--- src/rtl/ins_stream.sv ---
// ins_stream: serial-in/serial-out insertion sorter.
// Words are inserted into a sorted slot array as they arrive (FILL), then
// streamed out from slot 0 (DRAIN). Compile-time option INS_STREAM_DESCEND_EN
// selects descending order; default build sorts ascending.
module ins_stream #(
  parameter int WIDTH = 32,
  parameter int DEPTH = 8
) (
  input  logic                       clk,
  input  logic                       rst_n,
  input  logic                       in_valid,
  output logic                       in_ready,
  input  logic [WIDTH-1:0]           in_data,
  input  logic                       in_last,
  output logic                       out_valid,
  input  logic                       out_ready,
  output logic [WIDTH-1:0]           out_data,
  output logic                       out_last,
  output logic [$clog2(DEPTH+1)-1:0] count
);

  localparam int CW = $clog2(DEPTH+1);

`ifdef INS_STREAM_DESCEND_EN
  localparam bit DESCEND = 1'b1;
`else
  localparam bit DESCEND = 1'b0;
`endif

  typedef enum logic {FILL, DRAIN} state_t;

  state_t           state, state_nxt;
  logic [WIDTH-1:0] slot     [DEPTH];
  logic [WIDTH-1:0] ins_slot [DEPTH];
  logic [DEPTH-1:0] stay;
  logic             in_xfer, out_xfer;

  // State register
  always_ff @(posedge clk or negedge rst_n) begin
    if (!rst_n) state <= FILL;
    else        state <= state_nxt;
  end

  // Next-state and handshake outputs
  always_comb begin
    state_nxt = state;
    in_ready  = 1'b0;
    out_valid = 1'b0;
    out_last  = 1'b0;
    out_data  = '0;
    in_xfer   = 1'b0;
    out_xfer  = 1'b0;
    case (state)
      FILL: begin
        in_ready = 1'b1;
        in_xfer  = in_valid;
        if (in_valid && (in_last || count == CW'(DEPTH-1)))
          state_nxt = DRAIN;
      end
      DRAIN: begin
        out_valid = 1'b1;
        out_data  = slot[0];
        out_last  = (count == CW'(1));
        out_xfer  = out_ready;
        if (out_ready && count == CW'(1))
          state_nxt = FILL;
      end
    endcase
  end

  // Insertion network: stay[] marks the sorted prefix of occupied slots that
  // precede the new word (ties stay put, so equal words keep arrival order);
  // the first non-staying slot takes in_data and everything above shifts up.
  always_comb begin
    stay = '0;
    for (int unsigned i = 0; i < DEPTH; i++)
      stay[i] = (CW'(i) < count) &&
                (DESCEND ? (slot[i] >= in_data) : (slot[i] <= in_data));
    ins_slot[0] = stay[0] ? slot[0] : in_data;
    for (int unsigned i = 1; i < DEPTH; i++)
      ins_slot[i] = stay[i] ? slot[i] : (stay[i-1] ? in_data : slot[i-1]);
  end

  // Slot array and occupancy count
  always_ff @(posedge clk or negedge rst_n) begin
    if (!rst_n) begin
      for (int unsigned i = 0; i < DEPTH; i++) slot[i] <= '0;
      count <= '0;
    end else if (in_xfer) begin
      for (int unsigned i = 0; i < DEPTH; i++) slot[i] <= ins_slot[i];
      count <= count + CW'(1);
    end else if (out_xfer) begin
      for (int unsigned i = 0; i < DEPTH-1; i++) slot[i] <= slot[i+1];
      slot[DEPTH-1] <= '0;
      count <= count - CW'(1);
    end
  end

endmodule

--- config.mk ---
export PLATFORM = sky130hd
export DESIGN_NAME = ins_stream
export DESIGN_NICKNAME = d
export VERILOG_FILES = /design/src/rtl/ins_stream.sv
export SDC_FILE = /design/constraint.sdc
export NUM_CORES = 1
export LEC_CHECK = 0
export BUFFER_PORTS_ARGS = -buffer_cell sky130_fd_sc_hd__buf_2
export CAP_MARGIN = 20
export CORE_ASPECT_RATIO = 0.5
export CORE_MARGIN = 2
export CORE_UTILIZATION = 56
export CTS_CLUSTER_SIZE = 12
export DETAILED_ROUTE_END_ITERATION = 8
export HOLD_SLACK_MARGIN = 0.02
export PLACE_DENSITY = 0.85
export SYNTH_ARGS = -nofsm -noshare
export SYNTH_HDL_FRONTEND = slang
export SYNTH_SLANG_ARGS = --single-unit
--- constraint.sdc ---
create_clock -name clk -period 3.65 [get_ports clk]
set_clock_uncertainty 0.2 [all_clocks]
set_input_delay 0.5475 -clock clk [delete_from_list [all_inputs] [get_ports clk]]
set_output_delay 0.5475 -clock clk [all_outputs]
set_load 0.05 [all_outputs]
# == Word level (Yosys, flattened, before mapping) ==
# Cells that the tools add are included.
# totals
register_bits,261
input_bits,37
out_inout_bits,39
word_cells,87
# op_classes
add_sub_neg,2
magnitude_cmp,16
eq_ne,10
mux,28
bitwise_logic,1
n_reduce_logical,20
# op_table
cell,n
$mux 256,2
$mux 32,16
$le 32x32->1,8
$lt 3x4->1 const A,4
$ne 2x2->1 const B,8
$reduce_and 2->1,8
$logic_and 1x1->1,10
$lt 1x4->1 const A,2
$lt 2x4->1 const A,2
$mux 4,2
$mux 1,7
$add 4x1->4 const B,1
$eq 4x1->1 const B,1
$eq 4x3->1 const B,1
$sub 4x1->4 const B,1
$pmux 1 s2,1
$reduce_bool 2->1,1
$logic_or 1x1->1,1
$not 1->1,1

# == Depth between registers and ports, before layout ==
# depth
depth_word,5
ltp_mapped,12
depth_no_buf,9

# == Least setup slack after synthesis ==
# No wires, ideal clock.
# synth_path
kind,input to register
start,input port in_data[14]
end,register slot[161] (netlist bit)
setup_ps,118
t_arrival_ps,2756
required_ps,3332
slack_ps,576
path_stages,11
n_path_buf,2
path_cell_list,inv_1 > ha_1 > a21oi_1 > nand2_1 > a21o_1 > o41a_1 > o31ai_1 > buf_2 > buf_1 > a222oi_1 > a21o_1
# synth_via
elab_chain_cells,5
word_cells_on_any_way,9
cone_classes,order compare (2); eq/ne (1); mux (3); reduce/logical (3)
# synth_lines
element,line,rtl
from (decl),13,"input logic [WIDTH-1:0] in_data,"
$le 32x32->1,78,(DESCEND ? (slot[i] >= in_data) : (slot[i] <= in_data));
$logic_and 1x1->1,77,stay[i] = (CW'(i) < count) &&
$mux 32 (2 in series),81,ins_slot[i] = stay[i] ? slot[i] : (stay[i-1] ? in_data : slot[i-1]);
$mux 256,89,end else if (in_xfer) begin
"to (signal, indexed assignment)",94,slot[DEPTH-1] <= '0;
to (decl),33,logic [WIDTH-1:0] slot [DEPTH];
# Parallel ways exist; a longest one is shown, timed or not. The select of a mux whose other input is x is not followed.
# A chain may end at the register's enable or synchronous reset.

# == Worst setup path after layout ==
# layout_path
start,register slot[89] (netlist bit)
end,register slot[70] (netlist bit)
# layout_via
elab_chain_cells,4
# layout_lines
element,line
$le 32x32->1,78
$logic_and 1x1->1,77
$ne 2x2->1 (no line),--
$reduce_and 2->1 (no line),--
# Every way passes these cells.

==> flow_metrics.env <==
export IMPL_core_sq_um=35700
export IMPL_status="finished clean"
export IMPL_synth_area_sq_um=20200
export IMPL_grt_pass1_wl_mm=110
export IMPL_cts_tree="done"
export IMPL_die_w_um=273
export IMPL_async_flop_share_pct=100
export IMPL_clk_path_buf_depth=3
export IMPL_period_needed_ns=3.32
export IMPL_cts_sinks=261
export IMPL_vdd_drop_max_mv=0.411
export IMPL_grt_max_degree=105
export IMPL_routedWlPerCell_um=24.0
export IMPL_worst_pin_slew_ns=0.903
export IMPL_grt_busiest_layer="met2"
export IMPL_grt_overflow_total=0
export IMPL_grt_use_total_pct=36.7
export IMPL_drv_cap=0
export IMPL_wl_mm=70.3
export IMPL_critPathCaptureType="flop"
export IMPL_gp_congestion=0.997
export IMPL_worstRegToRegCells=10
export IMPL_syn_avg_cell_area_sq_um=8.80
export IMPL_finalPower_w=0.0204
export IMPL_arrival_ns=3.59
export IMPL_first_global_vias=19732
export IMPL_tns_ns=0
export IMPL_yosys_most_used_dff="dfrtp_1"
export IMPL_htree_levels=1
export IMPL_yosysWarnings=0
export IMPL_ctsResizeCount=0
export IMPL_use_met3_pct=7.12
export IMPL_hp_start="out_ready"
export IMPL_num_vias=20307
export IMPL_setup_viol=0
export IMPL_hold_depth=3
export IMPL_synth_top_area_share_pct=32.3
export IMPL_final_hold_viol_count=0
export IMPL_grt_util_met1_pct=47.9
export IMPL_worst_setup_path_type="reg2reg"
export IMPL_path_clk_slew_ns=0.07
export IMPL_ys_seq_area_share_pct=32.3
export IMPL_cts_setup_buffers=0
export IMPL_mostFrequentLayoutCells="nand2_1 (336), dfrtp_1 (261), ha_1 (259), buf_4 (141)"
export IMPL_vias_per_cell=6.92
export IMPL_cp_startpoint="slot[89]"
export IMPL_start_kind="flop"
export IMPL_fillers=2787
export IMPL_synth_seq_cells=261
export IMPL_die_h_um=138
export IMPL_place_ws_ns=0.0000362
export IMPL_ant_nets=0
export IMPL_setup_ws_ns=0.331
export IMPL_r2r_start="slot[89]"
export IMPL_final_nets=2724
export IMPL_synthTopCellsByArea="dfrtp_1 (32%), ha_1 (16%), nand2_1 (6.3%)"
export IMPL_crit_required_ns=3.92
export IMPL_hp_class="in2reg"
export IMPL_drv_slew=0
export IMPL_firstDrtPassIters=9
export IMPL_maxSlewHeadroom_pct=39.4
export IMPL_hold_ws_ns=0.157
export IMPL_initial_core_util_pct=56.6
export IMPL_route_detailed_drc=0
export IMPL_syn_inst=2298
export IMPL_area_growth_pct=14.8
export IMPL_drive_gt1_share_pct=15.2
export IMPL_synth_enable_flop_cells=0
export IMPL_clock_fmax_mhz=301
export IMPL_synth_nets=2594
export IMPL_period_share_pct=90.9
export IMPL_placementRows=49
export IMPL_cts_made_buffers=28
export IMPL_synth_area_leader_cell="dfrtp_1"
export IMPL_drtIter0Drc=3082
export IMPL_synth_distinct_cells=67
export IMPL_rsz0062_at_grt="false"
export IMPL_root_buffer="clkbuf_16"
export IMPL_cellLeakagePower_nw=11.4
export IMPL_die_area_sq_um=37700
export IMPL_insertion_delay_ns=0.58
export IMPL_ioPinCount=76
export IMPL_grtUsageMet2_pct=57.0
export IMPL_p_per_area_nw_per_um2=879
export IMPL_port_buffers=75
export IMPL_worstPathMaxFanout=28
export IMPL_dpl_hpwl_mm=50.9
export IMPL_final_common_cell="nand2_1"
export IMPL_antenna_found_initial=1
## flip-flops by register name, summed over array words and instances, names as in the netlist
| signal | cells |
|---|---|
| state | 1 |
| slot | 256 |
| count | 4 |
## report_power, final
group          total [W]  internal [W]  switching (W)
clock network    0.00292       0.00163        0.00129
logic             0.0118       0.00466        0.00718
registers        0.00564       0.00417        0.00147
## path summary, 6_finish.rpt
| check | slack (ns) | endpoint |
|---|---|---|
| max in group asynchronous | 2.00 | slot[170] |
| hold reg to reg | 0.32 | slot[32] |
| min in group asynchronous | 0.39 | slot[24] |
| setup reg to reg | 0.33 | slot[70] |
| setup / recovery | 0.33 | slot[70] |
| hold / removal | 0.16 | state |
## synth_stat cells, types with 15 or more instances
| cell type | instances |
|---|---|
| nand2_1 | 338 |
| dfrtp_1 | 261 |
| ha_1 | 259 |
| a21oi_1 | 133 |
| o21ai_0 | 132 |
| nor2_1 | 122 |
| inv_1 | 110 |
| mux2i_1 | 97 |
| a32o_1 | 95 |
| clkbuf_1 | 95 |
| a21o_1 | 87 |
| and3_1 | 65 |
| nand4_1 | 58 |
| nand2b_1 | 37 |
| o31ai_1 | 35 |
| buf_2 | 34 |
| a2bb2oi_1 | 33 |
| o22ai_1 | 33 |
| or2_2 | 32 |
| a21oi_2 | 31 |
| a222oi_1 | 31 |
| nand3_1 | 31 |
| nor3_1 | 15 |
## timing repair
action / CTS / global route
hold endpoints to repair: 90 / 0
endpoints found under the setup margin: 0 / 0
hold buffers: 1 / 0
## through the flow
| step | utilization, % | instance area (sq um) | instances |
|---|---|---|---|
| after global routing | 64.9 | 23200 | 2933 |
| after CTS | 64.9 | 23200 | 2932 |
| after detailed placement | 62.4 | 22300 | 2881 |
| after floorplan | - | 20200 | 2298 |
| after global placement | 62.4 | 22300 | 2881 |
| final | 64.9 | 23200 | 2933 |
## layer usage
metal / up-vias / share of wire [%]
met5: - / 0
met4: 0 / 6.9
met3: 367 / 11
met2: 1356 / 44
met1: 9794 / 38
li1: 8790 / -
## layout make-up
| type | count | area (sq um) | share of cell area, % |
|---|---|---|---|
| antenna | 1 | 2.50 | 0.0108 |
| clock buffer | 45 | 836 | 3.60 |
| clock inverter | 5 | 52.6 | 0.226 |
| inverter | 111 | 417 | 1.80 |
| multi-input combinational | 1783 | 12800 | 55.1 |
| sequential | 261 | 6530 | 28.1 |
| tap | 484 | 606 | 2.61 |
| timing repair buffer | 243 | 1970 | 8.51 |
## cells by family after synthesis
logic type | Yosys count | share of synthesized area [%]
and+or+nand+nor | 741 | 17.3
adders and majority gates | 259 | 16.0
muxes | 97 | 4.80
AOI/OAI and AO/OA | 683 | 24.1
xor gates and xnor gates | 3 | 0.130
buffers and inverters | 254 | 5.32
DFF | 261 | 32.3
## critical path: stages (launching register included)
cell,delay (ns)
dfrtp_1,0.44
ha_1,0.32
nand4_1,0.21
nor4_2,0.53
buf_4,0.22
and3_1,0.21
a311oi_1,0.10
a311oi_4,0.39
buf_4,0.38
nand2_1,0.12
o31ai_1,0.09
No activity file was read; power rests on OpenSTA's default activity.
